--- src/rtl/uart_link.sv ---
// uart_link: full-duplex UART with TX/RX FIFOs and valid/ready byte streams.
// Frame: start(0), DATA_BITS LSB first, optional even/odd parity, one stop(1).
module uart_link #(
    parameter int CLKS_PER_BIT = 434,
    parameter int DATA_BITS    = 8,
    parameter int PARITY       = 0,
    parameter int TX_DEPTH     = 8,
    parameter int RX_DEPTH     = 8
) (
    input  logic                 sys_clk,
    input  logic                 rst_n,
    input  logic [DATA_BITS-1:0] tx_data,
    input  logic                 tx_valid,
    output logic                 tx_ready,
    output logic [DATA_BITS-1:0] rx_data,
    output logic                 rx_valid,
    input  logic                 rx_ready,
    input  logic                 rxd,
    output logic                 txd,
    output logic                 tx_busy,
    output logic                 parity_err,
    output logic                 frame_err,
    output logic                 overrun
);
    localparam int TAW = $clog2(TX_DEPTH);
    localparam int RAW = $clog2(RX_DEPTH);
    localparam int CW  = $clog2(CLKS_PER_BIT);
    localparam int BW  = $clog2(DATA_BITS);
    localparam logic [CW-1:0] CNT_LAST = CW'(CLKS_PER_BIT - 1);
    localparam logic [CW-1:0] CNT_HALF = CW'(CLKS_PER_BIT / 2 - 1);
    localparam logic [BW-1:0] BIT_LAST = BW'(DATA_BITS - 1);

    typedef enum logic [2:0] {S_IDLE, S_START, S_DATA, S_PAR, S_STOP} state_t;

    // Both streams: a beat transfers on the rising edge where valid & ready are both 1;
    // valid may not depend on ready, and ready only reflects FIFO space/occupancy.

    // ---------------- TX FIFO ----------------
    logic [DATA_BITS-1:0] tx_mem [TX_DEPTH];
    logic [TAW:0]         tx_wptr, tx_rptr;
    logic                 tx_full, tx_empty, tx_push, tx_pop;
    logic [DATA_BITS-1:0] tx_head;

    assign tx_empty = (tx_wptr == tx_rptr);
    assign tx_full  = (tx_wptr[TAW] != tx_rptr[TAW]) && (tx_wptr[TAW-1:0] == tx_rptr[TAW-1:0]);
    assign tx_ready = !tx_full;
    assign tx_push  = tx_valid && !tx_full;
    assign tx_head  = tx_mem[tx_rptr[TAW-1:0]];

    always_ff @(posedge sys_clk) begin
        if (!rst_n) begin
            tx_wptr <= '0;
            tx_rptr <= '0;
        end else begin
            if (tx_push) tx_wptr <= tx_wptr + (TAW+1)'(1);
            if (tx_pop)  tx_rptr <= tx_rptr + (TAW+1)'(1);
        end
    end

    always_ff @(posedge sys_clk) begin
        if (tx_push) tx_mem[tx_wptr[TAW-1:0]] <= tx_data;
    end

    // ---------------- TX FSM ----------------
    state_t               tx_state, tx_next;
    logic [CW-1:0]        tx_cnt;
    logic [BW-1:0]        tx_bit;
    logic [DATA_BITS-1:0] tx_shift;
    logic                 tx_par, tx_tick, tx_line;

    assign tx_tick = (tx_cnt == CNT_LAST);
    assign tx_busy = (tx_state != S_IDLE) || !tx_empty;

    always_comb begin
        tx_next = tx_state;
        tx_pop  = 1'b0;
        tx_line = 1'b1;
        case (tx_state)
            S_IDLE: begin
                if (!tx_empty) begin
                    tx_next = S_START;
                    tx_pop  = 1'b1;
                end
            end
            S_START: begin
                tx_line = 1'b0;
                if (tx_tick) tx_next = S_DATA;
            end
            S_DATA: begin
                tx_line = tx_shift[0];
                if (tx_tick && tx_bit == BIT_LAST) tx_next = (PARITY != 0) ? S_PAR : S_STOP;
            end
            S_PAR: begin
                tx_line = tx_par;
                if (tx_tick) tx_next = S_STOP;
            end
            S_STOP: begin
                // Chain straight into the next start bit so queued bytes leave gap-free.
                if (tx_tick) begin
                    if (!tx_empty) begin
                        tx_next = S_START;
                        tx_pop  = 1'b1;
                    end else begin
                        tx_next = S_IDLE;
                    end
                end
            end
            default: tx_next = S_IDLE;
        endcase
    end

    always_ff @(posedge sys_clk) begin
        if (!rst_n) tx_state <= S_IDLE;
        else        tx_state <= tx_next;
    end

    always_ff @(posedge sys_clk) begin
        if (!rst_n) begin
            tx_cnt   <= '0;
            tx_bit   <= '0;
            tx_shift <= '0;
            tx_par   <= 1'b0;
            txd      <= 1'b1;
        end else begin
            txd <= tx_line;
            if (tx_pop) begin
                tx_cnt   <= '0;
                tx_bit   <= '0;
                tx_shift <= tx_head;
                tx_par   <= (PARITY == 2) ? ~^tx_head : ^tx_head;
            end else if (tx_state != S_IDLE) begin
                tx_cnt <= tx_tick ? '0 : tx_cnt + CW'(1);
                if (tx_tick && tx_state == S_DATA) begin
                    tx_shift <= tx_shift >> 1;
                    tx_bit   <= tx_bit + BW'(1);
                end
            end
        end
    end

    // ---------------- RX FSM ----------------
    state_t               rx_state, rx_next;
    logic                 rx_s1, rx_s2, rx_prev;
    logic [CW-1:0]        rx_cnt;
    logic [BW-1:0]        rx_bit;
    logic [DATA_BITS-1:0] rx_shift;
    logic                 rx_par_bit, rx_tick, rx_half, rx_stop_chk;
    logic                 rx_par_exp, rx_par_bad, rx_push_req, rx_push, rx_pop;
    logic                 rx_full, rx_empty;

    assign rx_tick     = (rx_cnt == CNT_LAST);
    assign rx_half     = (rx_cnt == CNT_HALF);
    assign rx_par_exp  = (PARITY == 2) ? ~^rx_shift : ^rx_shift;
    assign rx_par_bad  = (PARITY != 0) && (rx_par_bit != rx_par_exp);
    assign rx_push_req = rx_stop_chk && rx_s2 && !rx_par_bad;
    assign rx_pop      = rx_valid && rx_ready;
    assign rx_push     = rx_push_req && (!rx_full || rx_pop);

    always_comb begin
        rx_next     = rx_state;
        rx_stop_chk = 1'b0;
        case (rx_state)
            S_IDLE:  if (rx_prev && !rx_s2) rx_next = S_START;
            S_START: if (rx_half) rx_next = rx_s2 ? S_IDLE : S_DATA;
            S_DATA:  if (rx_tick && rx_bit == BIT_LAST) rx_next = (PARITY != 0) ? S_PAR : S_STOP;
            S_PAR:   if (rx_tick) rx_next = S_STOP;
            S_STOP: begin
                if (rx_tick) begin
                    rx_next     = S_IDLE;
                    rx_stop_chk = 1'b1;
                end
            end
            default: rx_next = S_IDLE;
        endcase
    end

    always_ff @(posedge sys_clk) begin
        if (!rst_n) rx_state <= S_IDLE;
        else        rx_state <= rx_next;
    end

    always_ff @(posedge sys_clk) begin
        if (!rst_n) begin
            rx_s1      <= 1'b1;
            rx_s2      <= 1'b1;
            rx_prev    <= 1'b1;
            rx_cnt     <= '0;
            rx_bit     <= '0;
            rx_shift   <= '0;
            rx_par_bit <= 1'b0;
            frame_err  <= 1'b0;
            parity_err <= 1'b0;
            overrun    <= 1'b0;
        end else begin
            rx_s1      <= rxd;
            rx_s2      <= rx_s1;
            rx_prev    <= rx_s2;
            frame_err  <= rx_stop_chk && !rx_s2;
            parity_err <= rx_stop_chk && rx_s2 && rx_par_bad;
            overrun    <= rx_push_req && rx_full && !rx_pop;
            // The half-bit sample re-phases the counter so later samples land mid-bit.
            if (rx_state == S_IDLE || (rx_state == S_START && rx_half)) begin
                rx_cnt <= '0;
                rx_bit <= '0;
            end else begin
                rx_cnt <= rx_tick ? '0 : rx_cnt + CW'(1);
                if (rx_tick && rx_state == S_DATA) begin
                    rx_shift <= {rx_s2, rx_shift[DATA_BITS-1:1]};
                    rx_bit   <= rx_bit + BW'(1);
                end
                if (rx_tick && rx_state == S_PAR) rx_par_bit <= rx_s2;
            end
        end
    end

    // ---------------- RX FIFO ----------------
    logic [DATA_BITS-1:0] rx_mem [RX_DEPTH];
    logic [RAW:0]         rx_wptr, rx_rptr;

    assign rx_empty = (rx_wptr == rx_rptr);
    assign rx_full  = (rx_wptr[RAW] != rx_rptr[RAW]) && (rx_wptr[RAW-1:0] == rx_rptr[RAW-1:0]);
    assign rx_valid = !rx_empty;
    assign rx_data  = rx_empty ? '0 : rx_mem[rx_rptr[RAW-1:0]];

    always_ff @(posedge sys_clk) begin
        if (!rst_n) begin
            rx_wptr <= '0;
            rx_rptr <= '0;
        end else begin
            if (rx_push) rx_wptr <= rx_wptr + (RAW+1)'(1);
            if (rx_pop)  rx_rptr <= rx_rptr + (RAW+1)'(1);
        end
    end

    always_ff @(posedge sys_clk) begin
        if (rx_push) rx_mem[rx_wptr[RAW-1:0]] <= rx_shift;
    end

endmodule
--- config.mk ---
export PLATFORM = sky130hd
export DESIGN_NAME = uart_link
export DESIGN_NICKNAME = d
export VERILOG_FILES = /design/src/rtl/uart_link.sv
export SDC_FILE = /design/constraint.sdc
export NUM_CORES = 1
export LEC_CHECK = 0
export CAP_MARGIN = 20
export CORE_MARGIN = 5
export CORE_UTILIZATION = 36
export CTS_CLUSTER_SIZE = 10
export DETAILED_ROUTE_END_ITERATION = 8
export GPL_TIMING_DRIVEN = 0
export SLEW_MARGIN = 40
export SYNTH_ARGS = -nofsm -noshare
export SYNTH_HDL_FRONTEND = slang
export SYNTH_SLANG_ARGS = --single-unit
--- constraint.sdc ---
create_clock -name sys_clk -period 5 [get_ports sys_clk]
set_clock_uncertainty 0.15 [all_clocks]
set_input_delay 0.75 -clock sys_clk [delete_from_list [all_inputs] [get_ports sys_clk]]
set_output_delay 0.75 -clock sys_clk [all_outputs]
set_load 0.05 [all_outputs]
# == After elaboration in Yosys (flattened, before gate mapping) ==
# Memories as Yosys holds them, arrays and structs flattened. A register that Yosys moved wholly into a read port is not among the register bits.
# Index checks and enable logic that the tools add are counted.
# word_totals
reg_bits,69
latchBits,0
mem_bits_rw,128
rom_bits,0
in_bits,13
output_inout_bits,15
n_memories,2
# classes
add_sub_neg,8
mul,0
n_div,0
n_lt_le_gt_ge,0
n_eq_ne,29
shifts,0
mux,33
bitwise_logic,2
reduce_logical,38
# memory_table
name,words,width,rd,rd_ports_with_merged_regs,write_ports,line_no,source
rx_mem,8,8,1,1,1,217,logic [DATA_BITS-1:0] rx_mem [RX_DEPTH];
tx_mem,8,8,1,1,1,39,logic [DATA_BITS-1:0] tx_mem [TX_DEPTH];
# op_table
op,count
two-way mux 3 bit,14
two-way mux 8 bit,4
one-hot mux 3 bit (5 select lines),2
"inequality test 2 bit, second input constant",10
"adder 9 x 1 -> 9 bit, second input constant",2
"equality test 9 bit, second input constant",2
"adder 4 x 1 -> 4 bit, second input constant",4
logical AND 1 bit,15
"equality test 3 x 2 -> 1 bit, second input constant",4
"equality test 3 bit, second input constant",4
AND reduction 5 bit,2
"equality test 9 x 8 -> 1 bit, second input constant",1
two-way mux 1 bit,9
two-way mux 9 bit,1
equality test 4 bit,2
XOR reduction 8 bit,1
"adder 3 x 1 -> 3 bit, second input constant",2
"equality test 3 x 1 -> 1 bit, second input constant",2
equality test 3 bit,2
zero test 1 bit,6
zero test 3 bit,2
AND reduction 2 bit,3
nonzero test 2 bit,2
OR reduction 2 bit,2
8 further kinds,12

# == Depth between registers and ports, before layout ==
# logic_depth
word_depth,7
mapped_depth,9
depth_no_buf,8

# == Worst setup path before layout ==
# Ideal clock, no wire load.
# synth_path
path_kind,register -> register
start,register rx_cnt[0]
end,memory rx_mem[2][0] (enable)
arrival_time_ps,2415
t_required_ps,4452
setup_slack_ps,2037
path_stages_with_launch,7
synth_period_minus_slack_ps,2963
path_cell_list,dfxtp_1 -> ha_1 -> inv_1 -> nor4_2 -> o2111ai_1 -> clkbuf_1 -> nor4b_1
# synth_between
elab_chain_len,7
# synth_rtl
element,line_no,source
from (decl),144,logic [CW-1:0] rx_cnt;
from (signal assigned),206,rx_cnt <= rx_tick ? '0 : rx_cnt + CW'(1);
equality test 9 bit,151,assign rx_tick = (rx_cnt == CNT_LAST);
two-way mux 1 bit,168,if (rx_tick) begin
two-way mux 1 bit,162,case (rx_state)
logical AND 1 bit,n/a,
logical AND 1 bit,157,assign rx_push = rx_push_req && (!rx_full || rx_pop);
two-way mux 1 bit,236,if (rx_push) rx_mem[rx_wptr[RAW-1:0]] <= rx_shift;
two-way mux 1 bit (not written as such),236,
to (decl),217,
# No other way between the ends.

==> run metrics <==
number of inserted diodes 0; count of antenna-violating nets left after detailed routing 0; max-slew violation count 0; root buf cell sky130_fd_sc_hd__clkbuf_16; async set-or-reset flop fraction in the synthesized netlist 0; maximum ir drop on the vdd rail about 230 uV; xor and xnor area share after synthesis 0.0458; class of the most critical hold timing path flip-flop to flip-flop; R2R cell count 8; dominant synthesized flop cell sky130_fd_sc_hd__edfxtp_1; main combinational cell family by area after synthesis multiplexers; detailed route wirelength on metal3 679 um; capturing instance or port of the critical path rx_data[7]; Finish-stage setup viols 0; met2 wire length approximately 8000 um; fraction of the mapped netlist area in adder cells 0.0198; worst slew margin relative to its limit 0.465; number of design rule violations left after detail routing 0; TritonCTS clock tree yes; clock tree buffer depth 3; Core Region 22600 um^2; Area contributors post-synth sky130_fd_sc_hd__edfxtp_1, sky130_fd_sc_hd__dfxtp_1, sky130_fd_sc_hd__mux4_2; register-to-register path setup slack 1.85 ns; signed area change from the synthesized netlist to the final layout 18.1%; synth cell count leaders sky130_fd_sc_hd__edfxtp_1, sky130_fd_sc_hd__nor2_1, sky130_fd_sc_hd__dfxtp_1, sky130_fd_sc_hd__mux4_2, sky130_fd_sc_hd__mux2i_1; # IOs 28; Seq/Total Area, Yosys 0.650; DRT Wirelength approximately 16000 um; length of routed wiring on met1 roughly 6700 um; row count 55; pin count of the biggest net entering global routing 12; final estimated routing congestion in global placement around 0.77; Worst-Margin Slew ~0.8 ns; sinks on the clock net between 200 and 250; Static Leakage around 3.3 nW; Buffers on Ports 26; first-pass GRT wire length about 26000 um; Yosys warning count 0; total placed cells including tap cells approximately 900; cell area power density 416 nW/um^2; startpoint of the worst hold path rx_s1; distinct cell type count of the synthesized netlist between 50 and 60; netlist area before placement 8220 um^2; average detailed-routed wire length per instance about 17 um; Gate Count Post-Synth around 570; Die H about 160 um; remaining global-route overflow 0; buffers inserted by post-CTS timing repair 0; multiplexer share of the synthesized area 0.129; final sum of negative setup slack 0 ns; number of register bits inferred by synthesis 203; Initial Utilization 0.364; area share of the leading cell type in the synthesized netlist 0.468; kind of capture point of the worst setup path output pin; post-cts gate resize count 0; vias approximately 4.7k; final net count between 600 and 700; Post-Route Hold Slack ~0.27 ns; setup repair after global routing missed its margin false; Max Clock Freq about 240 MHz; synthesized-area fraction occupied by ao, oa, aoi and oai cells 0.0303; CTS H-tree depth 1; part of the cycle the worst path needs 0.831; vias in the first global route just under 5k; CP Data Arrival Time roughly 3.3 ns; overall routing resource usage 0.122; crit path kind flip-flop to output pin; final critical-path required period 4.15 ns; result of the run completed; dpl hpwl between 10000 and 15000 um; number of enable-type register cells in the synthesized netlist roughly 130; initial antenna violation count 0; Reg2Reg Launch Point rx_cnt[0]; Layout Cells excl Fill around 940; slowest stage cell on the critical path sky130_fd_sc_hd__clkdlybuf4s50_1; CTS Buf Count 24; Die W approximately 160 um; per-cell via count in the routed design between 4 and 5; insertion delay to the later sink of the worst-skew pair around 0.5 ns; Reg2Reg Capture Point rx_mem[1][5]; dominant cell by count in the synthesized netlist sky130_fd_sc_hd__edfxtp_1; simple-gate area share of the yosys netlist 0.102; initial drt markers approximately 260; Die ar. around 26000 um^2; share of cells above drive strength 1 0.171; per-instance average area after synthesis approximately 14 um^2; cell-by-cell listing of the critical path clkbuf_1, buf_2, mux4_2, mux2i_1, nor2_1, clkdlybuf4s50_1; number of hold buffers added after CTS 0; critical path peak fanout 10; syn_nets between 500 and 600; required time worst endpoint ~4.1 ns; Largest stage delay, worst path 0.72 ns; max capacitance violation total 0; dominant cell type by area after synthesis sky130_fd_sc_hd__edfxtp_1; nature of the critical path startpoint flip-flop; highest metal layer with signal wires met4; final-report hold violation count 0; total iterations of the first detailed-routing run 5; clock transition at the registers of the reported paths 0.06 ns
## stage by stage
step | setup WS, ns | util | area [um^2] | power, mW
after floorplan | 2.04 | - | 8220 | 2.36
after detailed placement | 1.28 | 0.398 | 8990 | 2.50
after global placement | 0.934 | 0.392 | 8840 | 2.49
after CTS | 0.736 | 0.430 | 9710 | 4.09
after global routing | 0.554 | 0.430 | 9710 | 4.22
final | 0.847 | 0.430 | 9710 | 4.04
## registers in the layout, summed over array words and instances (netlist names), 4 cells and up, named ones only
register,count
rx_wptr,4
tx_rptr,4
rx_cnt,9
tx_wptr,4
tx_shift,8
rx_rptr,4
rx_mem,64
tx_cnt,9
tx_mem,64
rx_shift,8
## how the worst min path moves through the flow
stage / endpoint / slack [ns] / cells past startpoint
after CTS: rx_s2 / 0.27 / 1
final: rx_s2 / 0.27 / 1
after global placement: rx_s2 / 0.24 / 1
after global routing: rx_s2 / 0.31 / 1
after floorplan: rx_s2 / 0.24 / 1
after detailed placement: rx_s2 / 0.25 / 1
## per-layer routing
metal  GRT usage  vias to the layer above
met3      0.0222                       31
li1            -                     2236
met5           0                        -
met2       0.217                       87
met1       0.153                     2313
met4      0.0361                        0
## power by group
group / internal, mW / total, mW / switching (mW) / leakage [nW]
clock: 0.956 / 1.57 / 0.616 / 0.340
combinational: 0.264 / 0.587 / 0.323 / 1.15
sequential: 1.84 / 1.88 / 0.0400 / 1.78
## cells by family after synthesis
group                    Yosys count
AO/OA/AOI/OAI                     34
adder cells (fa/ha/maj)           13
AND/OR/NAND/NOR                  171
other                              1
flip-flops                       203
XOR/XNOR                          43
buffers and inverters             42
multiplexers                      65
## worst max-delay path, delay by kind of cell, from the launching register on
kind                   cells  cell delay, ns
buffers and inverters      3            1.64
multiplexers               2            0.74
flip-flops                 1            0.30
AND/OR/NAND/NOR            1            0.06
## placed cells by master (no fill, tap or decap), types with 25 or more instances in the layout
master	netlist	layout
sky130_fd_sc_hd__mux2i_1	27	27
sky130_fd_sc_hd__mux4_2	32	32
sky130_fd_sc_hd__clkbuf_1	18	35
sky130_fd_sc_hd__edfxtp_1	128	128
sky130_fd_sc_hd__nor2_1	77	71
sky130_fd_sc_hd__xnor2_1	25	25
sky130_fd_sc_hd__clkbuf_16	0	26
sky130_fd_sc_hd__dfxtp_1	75	75
sky130_fd_sc_hd__clkdlybuf4s50_1	0	26
sky130_fd_sc_hd__nand2_1	25	25
## layout make-up
| type | instances | area (um^2) |
|---|---|---|
| multi-input cells | 327 | 2760 |
| plain buffers | 29 | 136 |
| repair buffers | 41 | 343 |
| flip-flops and latches | 203 | 5350 |
| inverters | 13 | 48.8 |
| clock buffers | 43 | 714 |
| fillers | 2014 | 12900 |
| well taps | 285 | 357 |
Note: power is estimated with default switching activity, not from simulation.
